### src/rtl/hazard_ctrl.sv
// hazard_ctrl - pipeline hazard and flush sequencer for the 5-stage RV32 core.
//
// Watches ID, EX and MEM and is the single owner of every pipeline-register
// write enable and flush. Three hazards are handled, highest priority first:
//   1. data-memory wait   : whole pipe frozen, bubble pushed into MEM/WB
//   2. EX redirect        : PC takes the EX target, IF/ID and ID/EX flushed,
//                           then FLUSH_CYCLES-1 extra IF-side bubbles (REDIR)
//   3. load-use           : one-cycle stall of PC and IF/ID, bubble into ID/EX
//
// Parameters:
//   FLUSH_CYCLES  IF-side bubbles after a redirect, legal range 1..7
//
// Optional feature macro: HAZARD_PERF_CNT_EN adds saturating stall/flush
// performance counters (stall_cnt, flush_cnt). Without it the ports are absent.
//
// Ports:
//   clk, rst                     clock, asynchronous active-low reset
//   id_rs1/id_rs2, id_use_rs1/2  ID source registers and their use flags
//   ex_rd, ex_MR, ex_redirect    EX destination, load flag, taken branch/jump
//   mem_req, mem_ack             MEM data-memory access and its completion
//   pc_we..exmem_we              stage register write enables
//   ifid/idex/memwb_flush        synchronous bubble inserts
//   pc_redirect                  select the EX target for the PC
//   busy                         FSM is outside RUN
//   stall_cnt, flush_cnt         perf counters (HAZARD_PERF_CNT_EN only)
//
// All control outputs are Mealy: a function of the current state and the
// current inputs. While rst is low they are forced to a safe "everything
// held, everything flushed" pattern independent of the inputs.
module hazard_ctrl #(
  parameter int FLUSH_CYCLES = 2
) (
  input  logic        clk,
  input  logic        rst,
  input  logic [4:0]  id_rs1,
  input  logic [4:0]  id_rs2,
  input  logic        id_use_rs1,
  input  logic        id_use_rs2,
  input  logic [4:0]  ex_rd,
  input  logic        ex_MR,
  input  logic        ex_redirect,
  input  logic        mem_req,
  input  logic        mem_ack,
  output logic        pc_we,
  output logic        ifid_we,
  output logic        idex_we,
  output logic        exmem_we,
  output logic        ifid_flush,
  output logic        idex_flush,
  output logic        memwb_flush,
  output logic        pc_redirect,
`ifdef HAZARD_PERF_CNT_EN
  output logic [31:0] stall_cnt,
  output logic [31:0] flush_cnt,
`endif
  output logic        busy
);

  typedef enum logic [1:0] {
    S_RUN   = 2'd0,
    S_REDIR = 2'd1,
    S_MWAIT = 2'd2
  } state_t;

  state_t     state_q, state_d;
  state_t     ret_q, ret_d;    // state to resume after a memory wait
  logic [2:0] cnt_q, cnt_d;    // remaining REDIR bubbles

  logic mem_wait;
  logic load_use;

  assign mem_wait = mem_req && !mem_ack;

  // x0 is hardwired to zero, so a load targeting it never creates a hazard.
  assign load_use = ex_MR && (ex_rd != 5'd0) &&
                    ((id_use_rs1 && (id_rs1 == ex_rd)) ||
                     (id_use_rs2 && (id_rs2 == ex_rd)));

  always_comb begin
    state_d     = state_q;
    ret_d       = ret_q;
    cnt_d       = cnt_q;
    pc_we       = 1'b1;
    ifid_we     = 1'b1;
    idex_we     = 1'b1;
    exmem_we    = 1'b1;
    ifid_flush  = 1'b0;
    idex_flush  = 1'b0;
    memwb_flush = 1'b0;
    pc_redirect = 1'b0;

    unique case (state_q)
      S_RUN: begin
        if (mem_wait) begin
          pc_we       = 1'b0;
          ifid_we     = 1'b0;
          idex_we     = 1'b0;
          exmem_we    = 1'b0;
          memwb_flush = 1'b1;
          ret_d       = S_RUN;
          state_d     = S_MWAIT;
        end else if (ex_redirect) begin
          // A simultaneous load-use is dropped: its ID instruction is flushed.
          pc_redirect = 1'b1;
          ifid_flush  = 1'b1;
          idex_flush  = 1'b1;
          if (FLUSH_CYCLES > 1) begin
            cnt_d   = 3'(FLUSH_CYCLES - 1);
            state_d = S_REDIR;
          end
        end else if (load_use) begin
          pc_we      = 1'b0;
          ifid_we    = 1'b0;
          idex_flush = 1'b1;
        end
      end

      S_REDIR: begin
        // ex_redirect is ignored here: EX only holds a bubble.
        if (mem_wait) begin
          pc_we       = 1'b0;
          ifid_we     = 1'b0;
          idex_we     = 1'b0;
          exmem_we    = 1'b0;
          memwb_flush = 1'b1;
          ret_d       = S_REDIR;
          state_d     = S_MWAIT;
        end else begin
          ifid_flush = 1'b1;
          cnt_d      = cnt_q - 3'd1;
          if (cnt_q <= 3'd1) begin
            state_d = S_RUN;
          end
        end
      end

      S_MWAIT: begin
        // Redirect and load-use are not looked at while frozen; EX is held,
        // so they are seen again once the pipe is released.
        if (!mem_ack) begin
          pc_we       = 1'b0;
          ifid_we     = 1'b0;
          idex_we     = 1'b0;
          exmem_we    = 1'b0;
          memwb_flush = 1'b1;
        end else begin
          state_d = ret_q;
        end
      end

      default: begin
        state_d = S_RUN;
      end
    endcase

    // Reset overrides everything: hold every stage and flush every bubble.
    if (!rst) begin
      pc_we       = 1'b0;
      ifid_we     = 1'b0;
      idex_we     = 1'b0;
      exmem_we    = 1'b0;
      ifid_flush  = 1'b1;
      idex_flush  = 1'b1;
      memwb_flush = 1'b1;
      pc_redirect = 1'b0;
    end
  end

  assign busy = rst && (state_q != S_RUN);

  always_ff @(posedge clk or negedge rst) begin
    if (!rst) begin
      state_q <= S_RUN;
      ret_q   <= S_RUN;
      cnt_q   <= 3'd0;
    end else begin
      state_q <= state_d;
      ret_q   <= ret_d;
      cnt_q   <= cnt_d;
    end
  end

`ifdef HAZARD_PERF_CNT_EN
  logic [31:0] stall_cnt_q;
  logic [31:0] flush_cnt_q;

  always_ff @(posedge clk or negedge rst) begin
    if (!rst) begin
      stall_cnt_q <= 32'd0;
      flush_cnt_q <= 32'd0;
    end else begin
      if (!pc_we && (stall_cnt_q != 32'hFFFF_FFFF)) begin
        stall_cnt_q <= stall_cnt_q + 32'd1;
      end
      if (ifid_flush && (flush_cnt_q != 32'hFFFF_FFFF)) begin
        flush_cnt_q <= flush_cnt_q + 32'd1;
      end
    end
  end

  assign stall_cnt = stall_cnt_q;
  assign flush_cnt = flush_cnt_q;
`endif

endmodule
### config.mk
export PLATFORM = sky130hd
export DESIGN_NAME = hazard_ctrl
export DESIGN_NICKNAME = d
export VERILOG_FILES = /design/src/rtl/hazard_ctrl.sv
export SDC_FILE = /design/constraint.sdc
export NUM_CORES = 1
export LEC_CHECK = 0
export BUFFER_PORTS_ARGS = -buffer_cell sky130_fd_sc_hd__buf_2
export CAP_MARGIN = 40
export CELL_PAD_IN_SITES_DETAIL_PLACEMENT = 1
export CELL_PAD_IN_SITES_GLOBAL_PLACEMENT = 1
export CORE_MARGIN = 4
export CORE_UTILIZATION = 29
export CTS_CLUSTER_DIAMETER = 200
export DETAILED_ROUTE_END_ITERATION = 10
export PLACE_DENSITY = 0.82
export SKIP_CTS_REPAIR_TIMING = 1
export SLEW_MARGIN = 20
export SYNTH_ARGS = -nofsm -noshare
export SYNTH_HDL_FRONTEND = slang
export SYNTH_SLANG_ARGS = --single-unit
export TNS_END_PERCENT = 20
### constraint.sdc
create_clock -name clk -period 1.6 [get_ports clk]
set_clock_uncertainty 0.15 [all_clocks]
set_input_delay 0.16 -clock clk [delete_from_list [all_inputs] [get_ports clk]]
set_output_delay 0.16 -clock clk [all_outputs]
set_load 0.05 [all_outputs]
==> flow_metrics.tcl <==
set metrics [dict create \
    ys_warn_count 0 \
    cts_sinks 6 \
    leakage_nw 0.447 \
    die_width_um 51.4 \
    r2r_slack_ns 0.07 \
    cts_buffer_depth 2 \
    drive_above_1_share_pct 53.7 \
    cts_tree "yes" \
    grt_max_degree 11 \
    final_cells 133 \
    finalWirelength_um 2190 \
    floorplan.initialDensity_pct 31.3 \
    area_growth_pct 73.4 \
    drv_slew 0 \
    violations "negative setup slack" \
    final_util_pct 54.2 \
    finalPower_uw 990 \
    core-area_um2 1750 \
    first_pass_iters 4 \
    antenna_found_initial 0 \
    hold_viol 0 \
    nets 134 \
    critPathCaptureType "output pin" \
    synth_nets 89 \
    powerDensity_nw_per_um2 1050 \
    setup_violations 8 \
    grt_pass1_vias 657 \
    synth_seq_cells 6 \
    min_period_ns 1.87 \
    netlist_instances 64 \
    timing.slew.headroom_pct 73.2 \
    vias 663 \
    n_antenna_cell 0 \
    numCtsBuffers 3 \
    grt_usage_pct 14.5 \
    synth-async-reset-ratio_pct 100 \
    path_max_fanout 7 \
    drcViolationCount 0 \
    gr-total-overflow 0 \
    die-area_um2 2640 \
    yosysSeqAreaShare_pct 27.5 \
    holdWs_ns 0.146 \
    path_clk_slew_ns 0.05 \
    critical_path_class "flop to output pin" \
    clock.fmax_mhz 535 \
    layout_setup_ws_ns -0.271 \
    finalWeightedCongestion 0.798 \
    grt_first_pass_wirelength_um 2750 \
    port_buffers 31 \
    drtIter0Drc 7 \
    cts_htree_levels 1 \
    final_antenna_net_count 0 \
    peakVddDrop_v 0.000591 \
    worstSkewPairLatency_ns 0.25 \
    dp_cells 126 \
    io_pins 32 \
    ys_types 30 \
    synth_edf_count 0 \
    die-height_um 51.4 \
    dp_hpwl_um 1560 \
    post-route-period-util_pct 117 \
    crit_required_ns 1.29 \
    cap_violations 0 \
    syn-cell-area_um2 546 \
    outcome "finished, violations left" \
    num_rows 15 \
    root_buffer "clkbuf_4" \
    hp-class "input pin to flop" \
    arrival_ns 1.56 \
    rsz0062_at_grt "true" \
    avgSynthCellArea_um2 8.52 \
    synthFlopType "dfrtp_1" \
    crit_path_start_kind "flop" \
    routed_via_density 4.98 \
    wl_per_cell_um 16.5 \
    max_slew.worst_pin.slew_ns 0.391 \
]
==> cells by family (layout without fill, tap and decap cells) <==
| kind of cell | after synthesis | count (layout) | share of synthesized area [%] |
|---|---|---|---|
| AO/OA/AOI/OAI | 19 | 19 | 24.8 |
| XOR/XNOR | 10 | 10 | 16.1 |
| adder cells (fa/ha/maj) | 2 | 2 | 4.59 |
| buffers and inverters | 10 | 54 | 8.49 |
| flip-flops | 6 | 6 | 27.5 |
| multiplexers | 1 | 1 | 2.06 |
| AND/OR/NAND/NOR | 16 | 16 | 16.5 |
==> where the power goes <==
| part | total (mW) | leakage, nW | switching (mW) | internal [mW] |
|---|---|---|---|---|
| Clock | 0.161 | 0.0150 | 0.0654 | 0.0951 |
| Sequential | 0.264 | 0.0744 | 0.0593 | 0.204 |
| Combinational | 0.566 | 0.357 | 0.313 | 0.252 |
| Total | 0.990 | 0.447 | 0.438 | 0.552 |
==> cell usage after synthesis (2+ instances only) <==
| master | n | area (µm²) |
|---|---|---|
| a21oi_1 | 4 | 20.0 |
| a32oi_1 | 2 | 17.5 |
| buf_4 | 2 | 15.0 |
| dfrtp_1 | 6 | 150 |
| ha_1 | 2 | 25.0 |
| inv_1 | 7 | 26.3 |
| nand2_1 | 2 | 7.51 |
| nand2b_1 | 3 | 18.8 |
| nor2_1 | 3 | 11.3 |
| nor4_1 | 2 | 12.5 |
| o21ai_0 | 3 | 15.0 |
| o2bb2ai_1 | 2 | 17.5 |
| xnor2_1 | 2 | 17.5 |
| xor2_1 | 8 | 70.1 |
==> cell usage in the layout (no fill, tap or decap), drive strengths merged, types with 3 or more instances in the layout <==
cell / synthesis / layout
nor2: 3 / 3
buf: 3 / 38
nand2b: 3 / 3
xor2: 8 / 8
dfrtp: 6 / 6
clkbuf: 0 / 8
a21oi: 5 / 5
o21ai: 4 / 4
inv: 7 / 6
==> metrics by stage <==
step	setup TNS (ns)	instance area, µm²	setup WS, ns
floorplan	-0.586	597	-0.236
global placement	-0.370	817	-0.151
detailed placement	-0.362	817	-0.149
CTS	-1.89	843	-0.289
global route	-2.34	946	-0.334
finish	-1.71	946	-0.271
==> worst paths after layout <==
kind | cells after the start | endpoint | from
worst max-delay path | 6 | idex_we | state_q[1]$_DFFE_PN0P_
min in group asynchronous | 2 | state_q[0]$_DFFE_PN0P_ | rst
worst min-delay path | 3 | state_q[1]$_DFFE_PN0P_ | mem_ack
max in group asynchronous | 2 | state_q[1]$_DFFE_PN0P_ | rst
worst min register to register | 1 | cnt_q[1]$_DFFE_PN0P_ | cnt_q[1]$_DFFE_PN0P_
worst max register to register | 4 | ret_q[0]$_DFFE_PN0P_ | state_q[1]$_DFFE_PN0P_
==> sequential cells by signal, summed over array words and instances, names as in the netlist <==
signal and flops:
cnt_q 3, state_q 2, ret_q 1
==> area by class of cell <==
cell class,instances,area (µm²)
Fill cell,219,800
Clock buffer,4,26.3
Tap cell,25,31.3
Timing Repair Buffer,43,300
Multi-Input combinational cell,48,407
Sequential cell,6,151
Inverter,7,30.0
==> worst max-delay path: stages, from the launching register on <==
cell and delay, ns:
dfrtp_2 0.47, nand2b_4 0.18, a21oi_4 0.13, nand2b_4 0.15
buf_6 0.10, clkinvlp_4 0.10, buf_8 0.16
==> layer usage <==
layer	wire (µm)	global-route usage (%)	vias to the layer above
li1	-	-	316
met1	749	12.6	302
met2	1200	28.0	39
met3	194	4.66	6
met4	47	9.17	0
met5	0	0	-
Note: power is estimated with default switching activity, not from simulation.
